`src/rtl/cpu_sys_nios2_oci_dct_ctrl.sv`:
```
// OCI DCT trace buffer sequencer: packs 2-bit codes into 30-bit packets and drains at end of test.
// Optional DCT_TIMESTAMP_EN adds out_stamp, a 16-bit cycle count captured with each packet.
//
// state  | meaning
// IDLE   | capture disabled, buffer contents retained
// RUN    | capturing DCT codes
// DRAIN  | end of test: flush remaining data, codes ignored
// ENDED  | drain complete, test_has_ended held until reset
module cpu_sys_nios2_oci_dct_ctrl #(
  parameter int DEPTH   = 15,
  parameter int TIMEOUT = 64
) (
  input  logic        clk,
  input  logic        reset,
  input  logic        trc_en,
  input  logic        dct_valid,
  input  logic [1:0]  dct_code,
  input  logic        flush_req,
  input  logic        test_ending,
  output logic        out_valid,
  input  logic        out_ready,
  output logic [29:0] out_buffer,
  output logic [3:0]  out_count,
  output logic        overflow,
  output logic        busy,
  output logic        test_has_ended
`ifdef DCT_TIMESTAMP_EN
  ,
  output logic [15:0] out_stamp
`endif
);

  localparam logic [1:0] S_IDLE  = 2'd0;
  localparam logic [1:0] S_RUN   = 2'd1;
  localparam logic [1:0] S_DRAIN = 2'd2;
  localparam logic [1:0] S_ENDED = 2'd3;

  localparam int TW = (TIMEOUT > 2) ? $clog2(TIMEOUT) : 1;
  localparam logic [TW-1:0] TMR_LAST = TW'((TIMEOUT > 0) ? TIMEOUT - 1 : 0);
  localparam logic [3:0]    DEPTH_C  = 4'(DEPTH);

  logic [1:0]    state, state_n;
  logic [29:0]   pkt_buf;
  logic [3:0]    cnt;
  logic [TW-1:0] timer;
  logic          flush_pend;
  logic          full, nonempty, tmr_exp, launch, xfer, capture, accept;

  assign full     = (cnt == DEPTH_C);
  assign nonempty = (cnt != 4'd0);
  assign tmr_exp  = (TIMEOUT != 0) && (timer == TMR_LAST);
  assign launch   = full || (nonempty && (flush_pend || tmr_exp || state == S_DRAIN));
  assign xfer     = launch && (!out_valid || out_ready);
  assign capture  = (state == S_RUN) && dct_valid;
  // A full buffer can still take a code if it is being launched this cycle.
  assign accept   = capture && (!full || xfer);

  assign busy           = nonempty || out_valid || flush_pend;
  assign test_has_ended = (state == S_ENDED);

  always_comb begin
    state_n = state;
    case (state)
      S_IDLE:  if (test_ending) state_n = S_DRAIN;
               else if (trc_en) state_n = S_RUN;
      S_RUN:   if (test_ending) state_n = S_DRAIN;
               else if (!trc_en) state_n = S_IDLE;
      S_DRAIN: if (!nonempty && !out_valid) state_n = S_ENDED;
      default: state_n = state;
    endcase
  end

  always_ff @(posedge clk) begin
    if (reset) begin
      state      <= S_IDLE;
      pkt_buf    <= '0;
      cnt        <= '0;
      timer      <= '0;
      flush_pend <= 1'b0;
      out_valid  <= 1'b0;
      out_buffer <= '0;
      out_count  <= '0;
      overflow   <= 1'b0;
    end else begin
      state <= state_n;

      if (xfer) begin
        out_valid  <= 1'b1;
        out_buffer <= pkt_buf;
        out_count  <= cnt;
        pkt_buf    <= accept ? {28'b0, dct_code} : 30'b0;
        cnt        <= accept ? 4'd1 : 4'd0;
      end else begin
        if (out_valid && out_ready)
          out_valid <= 1'b0;
        if (accept) begin
          pkt_buf <= {pkt_buf[27:0], dct_code};
          cnt     <= cnt + 4'd1;
        end
      end

      // An empty buffer is never launched, so a flush request against it is dropped.
      flush_pend <= !xfer && (flush_pend || flush_req) && nonempty;

      if (accept || xfer)
        timer <= '0;
      else if (nonempty && !tmr_exp)
        timer <= timer + TW'(1);

      if (capture && full && !xfer)
        overflow <= 1'b1;
    end
  end

`ifdef DCT_TIMESTAMP_EN
  logic [15:0] stamp_cnt;

  always_ff @(posedge clk) begin
    if (reset) begin
      stamp_cnt <= '0;
      out_stamp <= '0;
    end else begin
      stamp_cnt <= stamp_cnt + 16'd1;
      if (xfer)
        out_stamp <= stamp_cnt;
    end
  end
`endif

endmodule

```
`config.mk`:
```
export PLATFORM = sky130hd
export DESIGN_NAME = cpu_sys_nios2_oci_dct_ctrl
export DESIGN_NICKNAME = d
export VERILOG_FILES = /design/src/rtl/cpu_sys_nios2_oci_dct_ctrl.sv
export SDC_FILE = /design/constraint.sdc
export NUM_CORES = 1
export LEC_CHECK = 0
export ABC_AREA = 0
export BUFFER_PORTS_ARGS = -buffer_cell sky130_fd_sc_hd__buf_2
export CAP_MARGIN = 20
export CORE_MARGIN = 2
export CORE_UTILIZATION = 35
export CTS_BUF_LIST = sky130_fd_sc_hd__clkbuf_2
export DETAILED_ROUTE_END_ITERATION = 10
export SYNTH_ARGS = -nofsm -noshare
export SYNTH_HDL_FRONTEND = slang
export SYNTH_SLANG_ARGS = --single-unit
export TNS_END_PERCENT = 50
```
`constraint.sdc`:
```
create_clock -name clk -period 2.74 [get_ports clk]
set_clock_uncertainty 0.2 [all_clocks]
set_input_delay 0.411 -clock clk [delete_from_list [all_inputs] [get_ports clk]]
set_output_delay 0.411 -clock clk [all_outputs]
set_load 0.05 [all_outputs]
```
# Yosys cells after proc, flatten, opt, wreduce, memory -nomap -nowiden

Index checks and enable logic that the tools add are counted.
W data, S select, Z words.

Input port bits: 9
Word-level logic and storage cells: 65
Bits in registers: 79

Mux-type cells: 14
Add/subtract/negate cells: 2
Reduce and logical (&&, ||, !) cells: 32
Equality and inequality tests: 8

Operators by type and width:

| operator              | count |
|---|---|
| $mux W30              | 2 |
| $mux W2               | 6 |
| $logic_and A1 B1 Y1   | 11 |
| $logic_or A1 B1 Y1    | 9 |
| $mux W4               | 2 |
| $add A6 B1 Y6 const B | 1 |
| $eq A6 B6 Y1 const B  | 1 |
| $ne A3 B3 Y1 const B  | 2 |
| $pmux W2 S3           | 1 |
| $logic_not A1 Y1      | 5 |
| $add A4 B1 Y4 const B | 1 |
| $eq A2 B2 Y1 const B  | 2 |
| $eq A4 B4 Y1 const B  | 1 |
| $reduce_and A4 Y1     | 1 |
| $reduce_bool A2 Y1    | 2 |
| $reduce_bool A4 Y1    | 1 |
| $mux W1               | 3 |
| $reduce_bool A3 Y1    | 1 |
| $eq A2 B1 Y1 const B  | 1 |
| $logic_not A2 Y1      | 1 |
| $ne A2 B1 Y1 const B  | 1 |
| $reduce_or A2 Y1      | 1 |

# Longest topological paths before layout

Gate-level depths: netlist of run 1.

Word-level depth: 10
Mapped depth: 9
Mapped depth without buffers: 6

# Worst setup path after synthesis of run 1

Ideal clock, no wire load.

Path type: reg2out
Start point: reg out_valid
End point: out busy
Slack: 0.680 ns
Stages on the path, launching flop included: 3
Data arrival time: 1.449 ns
Path through: dfxtp_1 -> or4b_1 -> or2_2

Longest elaborated chain between the ends: 2

RTL lines:

| what                            | line | text |
|---|---|---|
| start, declared                 | 20   | `output logic out_valid,` |
| start signal, assigned          | 80   | `out_valid <= 1'b0;` |
| start signal, assigned          | 88   | `out_valid <= 1'b1;` |
| start signal, assigned          | 95   | `out_valid <= 1'b0;` |
| $logic_or A1 B1 Y1 (2 in a row) | 58   | `assign busy = nonempty \|\| out_valid \|\| flush_pend;` |
| end, declared                   | 25   | `output logic busy,` |

Every way passes these cells.

# Worst setup path after layout of run 1

Start point: reg cnt[0]
End point: out busy

Longest elaborated chain between the ends: 3

RTL lines:

| what                            | line | text |
|---|---|---|
| start, declared                 | 44   | `logic [3:0] cnt;` |
| start signal, assigned          | 92   | `cnt <= accept ? 4'd1 : 4'd0;` |
| start signal, assigned          | 98   | `cnt <= cnt + 4'd1;` |
| $reduce_bool A4 Y1              | 50   | `assign nonempty = (cnt != 4'd0);` |
| $logic_or A1 B1 Y1 (2 in a row) | 58   |  |

Every way passes these cells.

==> results of run 1 <==
==> cells in the mapped netlist, drive strengths merged (2+ instances only) <==
cell type,n
nand4,3
nor4b,2
nor4,2
or2,2
a31oi,2
nor2b,2
nand2,64
o211ai,3
clkbuf,20
nor2,4
ha,7
o21bai,2
or3,2
o21ai,42
nand3,4
o31ai,2
mux2i,3
inv,7
a21oi,69
buf,11
nand3b,32
nor3,5
dfxtp,79
==> registers in the layout, summed over array words and instances, names as in the netlist <==
name / flops
out_buffer: 30
pkt_buf: 30
timer: 6
cnt: 4
out_count: 4
state: 2
flush_pend: 1
out_valid: 1
overflow: 1
==> cell families (layout without fill, tap and decap cells) <==
kind of cell	count (synthesis)	after routing	share of synthesized area
fa+ha+maj	7	7	0.0258
xor+xnor	1	1	0.00258
compound gates	126	126	0.238
buf+inv	38	85	0.0532
other cells	0	1	0
flops	79	79	0.467
mux	4	4	0.0122
simple gates	128	128	0.202
==> timing repair <==
item,CTS,global route
cloned,0,0
hold endpoints to repair,4,0
setup endpoints to repair,1,1
buffers inserted,1,2
resized for setup,3,4
hold buffers,4,0
==> final cells by class <==
type                            instances  share of cell area
Inverter                                7             0.00667
Timing Repair Buffer                   62              0.0972
Antenna cell                            1            0.000636
Clock inverter                          6              0.0216
Sequential cell                        79               0.402
Tap cell                              129              0.0410
Multi-Input combinational cell        266               0.418
Clock buffer                           10              0.0127
==> final timing paths <==
path                    start          end  cells after the start
setup / recovery       cnt[0]         busy                      5
setup reg to reg     state[0]       cnt[0]                      7
hold / removal          reset     state[0]                      2
hold reg to reg   pkt_buf[17]  pkt_buf[19]                      2
==> layout by cell type (no fill, tap or decap), types with 4 or more instances in the layout <==
| cell type | count |
|---|---|
| a21oi_1 | 40 |
| a21oi_2 | 29 |
| buf_2 | 45 |
| buf_4 | 11 |
| clkbuf_2 | 10 |
| dfxtp_1 | 77 |
| dlygate4sd3_1 | 4 |
| ha_1 | 7 |
| inv_1 | 7 |
| nand2_1 | 64 |
| nand3_1 | 4 |
| nand3b_1 | 32 |
| nor2_1 | 4 |
| nor3_1 | 5 |
| o21ai_0 | 35 |
| o21ai_1 | 6 |
==> worst register-to-register path: cells and delay by family, from the launching register on <==
family | cells | cell delay [ns]
buf+inv | 2 | 0.44
compound gates | 4 | 0.87
fa+ha+maj | 1 | 0.27
flops | 1 | 0.44
==> stage by stage <==
| stage | setup slack (ns) | hold WS, ns |
|---|---|---|
| 5_1_grt | 0.0462 | 0.0540 |
| 6_report | 0.134 | 0.0822 |
| 3_5_place_dp | 0.463 | 0.261 |
| 3_3_place_gp | 0.523 | 0.257 |
| 2_1_floorplan | 0.680 | 0.245 |
| 4_1_cts | 0.0169 | 0.0394 |
==> per-layer routing <==
layer  share of wire  global-route usage  up-vias
li1                -                   -     1423
met1            0.50               0.207     1296
met2            0.43               0.230       95
met3           0.056              0.0363       11
met4           0.018              0.0779        0
met5               0                   0        -
==> where the power goes <==
part | total, uW | internal (uW) | switching, uW | leakage, uW
clock network | 719 | 303 | 417 | 0.0000796
logic | 279 | 100 | 179 | 0.000692
registers | 1190 | 1170 | 17.5 | 0.000638
==> metrics.cfg, run 1 <==
[finish]
fin_cells=560
post-route-util=0.422
final-seq-area_mm2=0.00158
syn_to_final_growth_pct=16.2
drive_above_1_share=0.265
multiInputGateArea_mm2=0.00165
fin_area_mm2=0.00394
num-fill-cells=946
final_nets=441

[cts]
clkTransAtPathRegs_ns=0.22
clkSinkCount=79
clk_path_buf_depth=2
numCtsBuffers=9
cts_root_buf=clkbuf_2
cts_tree=done
clock_latency_ns=0.53
htree_levels=3

[synth]
synthCells=383
synth_largest_area_cell=dfxtp_1
syn-num-nets=399
synth_enable_flop_cells=0
synth_seq_area_share=0.467
ys_warn_count=0
ys_seq_elements=79
synth_area_leaders=dfxtp_1 47%, a21oi_2 7.5%, nand2_1 7.1%
synth.distinct_cells=46
synthFlopType=dfxtp_1
avgSynthCellArea_um2=8.85
syn_area_mm2=0.00339
async_flop_share=0
synth_top_cell_area_share=0.467

[worst_setup_path]
critical-path-slowest-cell=or4b_4
max_stage_delay_ns=0.47
r2r_slack_ns=0.46
critical_path_peak_fanout=3
path_cells=inv_1 -> ha_1 -> or4b_4 -> or2_4 -> buf_8
crit_required_ns=2.13
cp-end-kind=output pin
crit_family=simple AND/OR/NAND/NOR gates
cp_data_arrival_time_ns=2.00
worst_setup_path_start_kind=flop
crit_type=reg -> out
cp_num_buf_inv=2

[floorplan]
rows=35
io_pins=47
die_h_um=102
die_area_mm2=0.0105
initial_core_util=0.363
coreArea_mm2=0.00933
fp.dieW_um=102

[power]
p_leak_uw=0.00141
ir_worst_vdd_mv=0.258
finalPower_uw=2180
power_density_mw_per_mm2=555

[detailed_routing]
finalWirelength_um=7670
drc_errors=0
dr.first_iter.drc_count=136
ant_nets=0
dr.pass1.iters=4
detail_route.vias_per_cell=5.04
route.vias.total=2825
wl_per_cell_um=13.7

[outcome]
status=finished clean

[timing]
relSlewSlack=0.713
tightest_slew_ns=0.430
tns_ns=0
slew_viol_final=0
rsz0062_at_grt=no
final_hold_viol_count=0
finalCriticalPeriod_ns=2.61
setup_viol=0
fin_crit_sh=0.951
maxClockFrequency_mhz=384

[place]
post-dp-hpwl_um=4910
post-place-cells=536
gp_congestion=0.822
io_buffers=46
dpl_cell_area_mm2=0.00372

[min_path]
hp-class=in -> reg

[global_route]
grt_first_pass_wirelength_um=12500
grt_max_degree=40
antenna_found_initial=1
first_global_vias=2580
grt_use_total=0.154
gr-total-overflow=0

[run]
cap_viol_max_count=0

Note: power is estimated with default switching activity, not from simulation.
==> run 2, diff against run 1 <==
BUFFER_PORTS_ARGS = -buffer_cell sky130_fd_sc_hd__buf_4   (was -buffer_cell sky130_fd_sc_hd__buf_2)
==> metrics.cfg, run 2 (synthesis gave the netlist of run 1 again) <==
[global_route]
grt_first_pass_wirelength_um=12900  ; +3.0%
grt_use_total=0.158  ; +0.00380
first_global_vias=2632  ; +2.0%
gr-total-overflow=0  ; unchanged
antenna_found_initial=0  ; -1
grt_max_degree=46  ; +15%

[power]
p_leak_uw=0.00141  ; -0.26%
finalPower_uw=2150  ; -1.4%
power_density_mw_per_mm2=535  ; -3.6%
ir_worst_vdd_mv=0.196  ; -24%

[timing]
maxClockFrequency_mhz=379  ; -1.3%
fin_crit_sh=0.964  ; +0.0128
finalCriticalPeriod_ns=2.64  ; +0.0351 ns
tightest_slew_ns=0.502  ; +0.0721 ns
final_hold_viol_count=0  ; unchanged
relSlewSlack=0.665  ; -0.0481
rsz0062_at_grt=no
slew_viol_final=0  ; unchanged
tns_ns=0  ; unchanged
setup_viol=0  ; unchanged

[worst_setup_path]
max_stage_delay_ns=0.48  ; about the same
cp-end-kind=output pin
crit_start=cnt[0]
cp_num_buf_inv=2  ; unchanged
critical-path-slowest-cell=or4b_4
worst_setup_path_start_kind=flop
critical_path_peak_fanout=3  ; unchanged
r2r-start=state[0]
path_cells=inv_2 -> ha_1 -> or4b_4 -> or2_2 -> buf_6
crit_family=simple AND/OR/NAND/NOR gates
crit_type=reg -> out
crit_required_ns=2.13  ; about the same
cp_data_arrival_time_ns=2.03  ; +0.03 ns

[floorplan]
rows=35  ; unchanged
initial_core_util=0.363  ; unchanged
die_area_mm2=0.0105  ; unchanged
io_pins=47  ; unchanged
fp.dieW_um=102  ; unchanged
coreArea_mm2=0.00933  ; unchanged
die_h_um=102  ; unchanged

[cts]
numCtsBuffers=9  ; unchanged
clock_latency_ns=0.52  ; about the same
clkTransAtPathRegs_ns=0.21  ; about the same
cts_root_buf=clkbuf_2
clk_path_buf_depth=2  ; unchanged
cts_tree=done
clkSinkCount=79  ; unchanged
htree_levels=3  ; unchanged

[finish]
fin_area_mm2=0.00403  ; +2.3%
final_common_cell=dfxtp_1
antenna_cells=0  ; -1
drive_above_1_share=0.263  ; -0.00171
fin_cells=558  ; -0.36%
reg_top3=out_buffer: 30 flops, pkt_buf: 30 flops, timer: 6 flops
syn_to_final_growth_pct=18.8
post-route-util=0.432  ; +0.00966
final_cell_mix=77 x dfxtp_1, 64 x nand2_1, 56 x buf_4
final_nets=441  ; unchanged
num-fill-cells=932  ; -1.5%

[outcome]
status=finished clean

[run]
cap_viol_max_count=0  ; unchanged

[detailed_routing]
ant_nets=0  ; unchanged
wl_per_cell_um=14.0  ; +2.3%
detail_route.vias_per_cell=5.07  ; +0.46%
dr.first_iter.drc_count=144  ; +5.9%
route.vias.total=2828  ; +0.11%
dr.pass1.iters=4  ; unchanged
finalWirelength_um=7820  ; +1.9%
drc_errors=0  ; unchanged

[place]
dpl_cell_area_mm2=0.00384  ; +3.3%
post-dp-hpwl_um=4930  ; +0.34%
post-place-cells=537  ; +0.19%
gp_congestion=0.804  ; -2.2%
io_buffers=46  ; unchanged

[min_path]
hp-class=in -> reg
hp-start=dct_valid

[run 2: cell type report]
cell class	count	area, um^2	area share
clock buffer	9	45.0	0.0112
clock inverter	6	76.3	0.0189
inverter	7	26.3	0.00652
multi-input combinational	266	1640	0.408
sequential	79	1580	0.393
tap	129	161	0.0401
timing repair buffer	62	492	0.122
[run 2: through the flow]
stage,hold WS [ns],worst slack [ns]
final,0.101,0.0987
after floorplan,0.245,0.680
after global routing,0.102,0.00240
after CTS,0.0829,0.0156
after detailed placement,0.264,0.437
after global placement,0.259,0.513
[run 2: worst min-delay path: stages]
cell and delay (ns):
buf_4 0.08, nand2_1 0.12, o211ai_1 0.13, a21oi_1 0.07
[run 2: report_power, final]
group | switching [uW] | internal (uW)
clock | 398 | 287
combinational | 181 | 103
sequential | 16.4 | 1170
[run 2: repair_timing]
item | 4_1_cts | 5_1_grt
setup endpoints to repair | 1 | 1
buffers inserted | 2 | 0
resized for setup | 3 | 3
hold buffers | 4 | 0
hold endpoints to repair | 4 | 0
[run 2: worst paths after layout]
path / endpoint / slack (ns) / depth (start not counted)
setup / recovery: busy / 0.1 / 5
hold / removal: cnt[0] / 0.10 / 4
setup reg to reg: out_buffer[6] / 0.46 / 7
hold reg to reg: pkt_buf[3] / 0.28 / 2
[run 2: routing by layer]
layer / track usage / part of all wire / vias to the layer above
li1: - / - / 1424
met1: 0.230 / 0.53 / 1334
met2: 0.223 / 0.42 / 63
met3: 0.0417 / 0.043 / 7
met4: 0.0554 / 0.013 / 0
met5: 0 / 0 / -
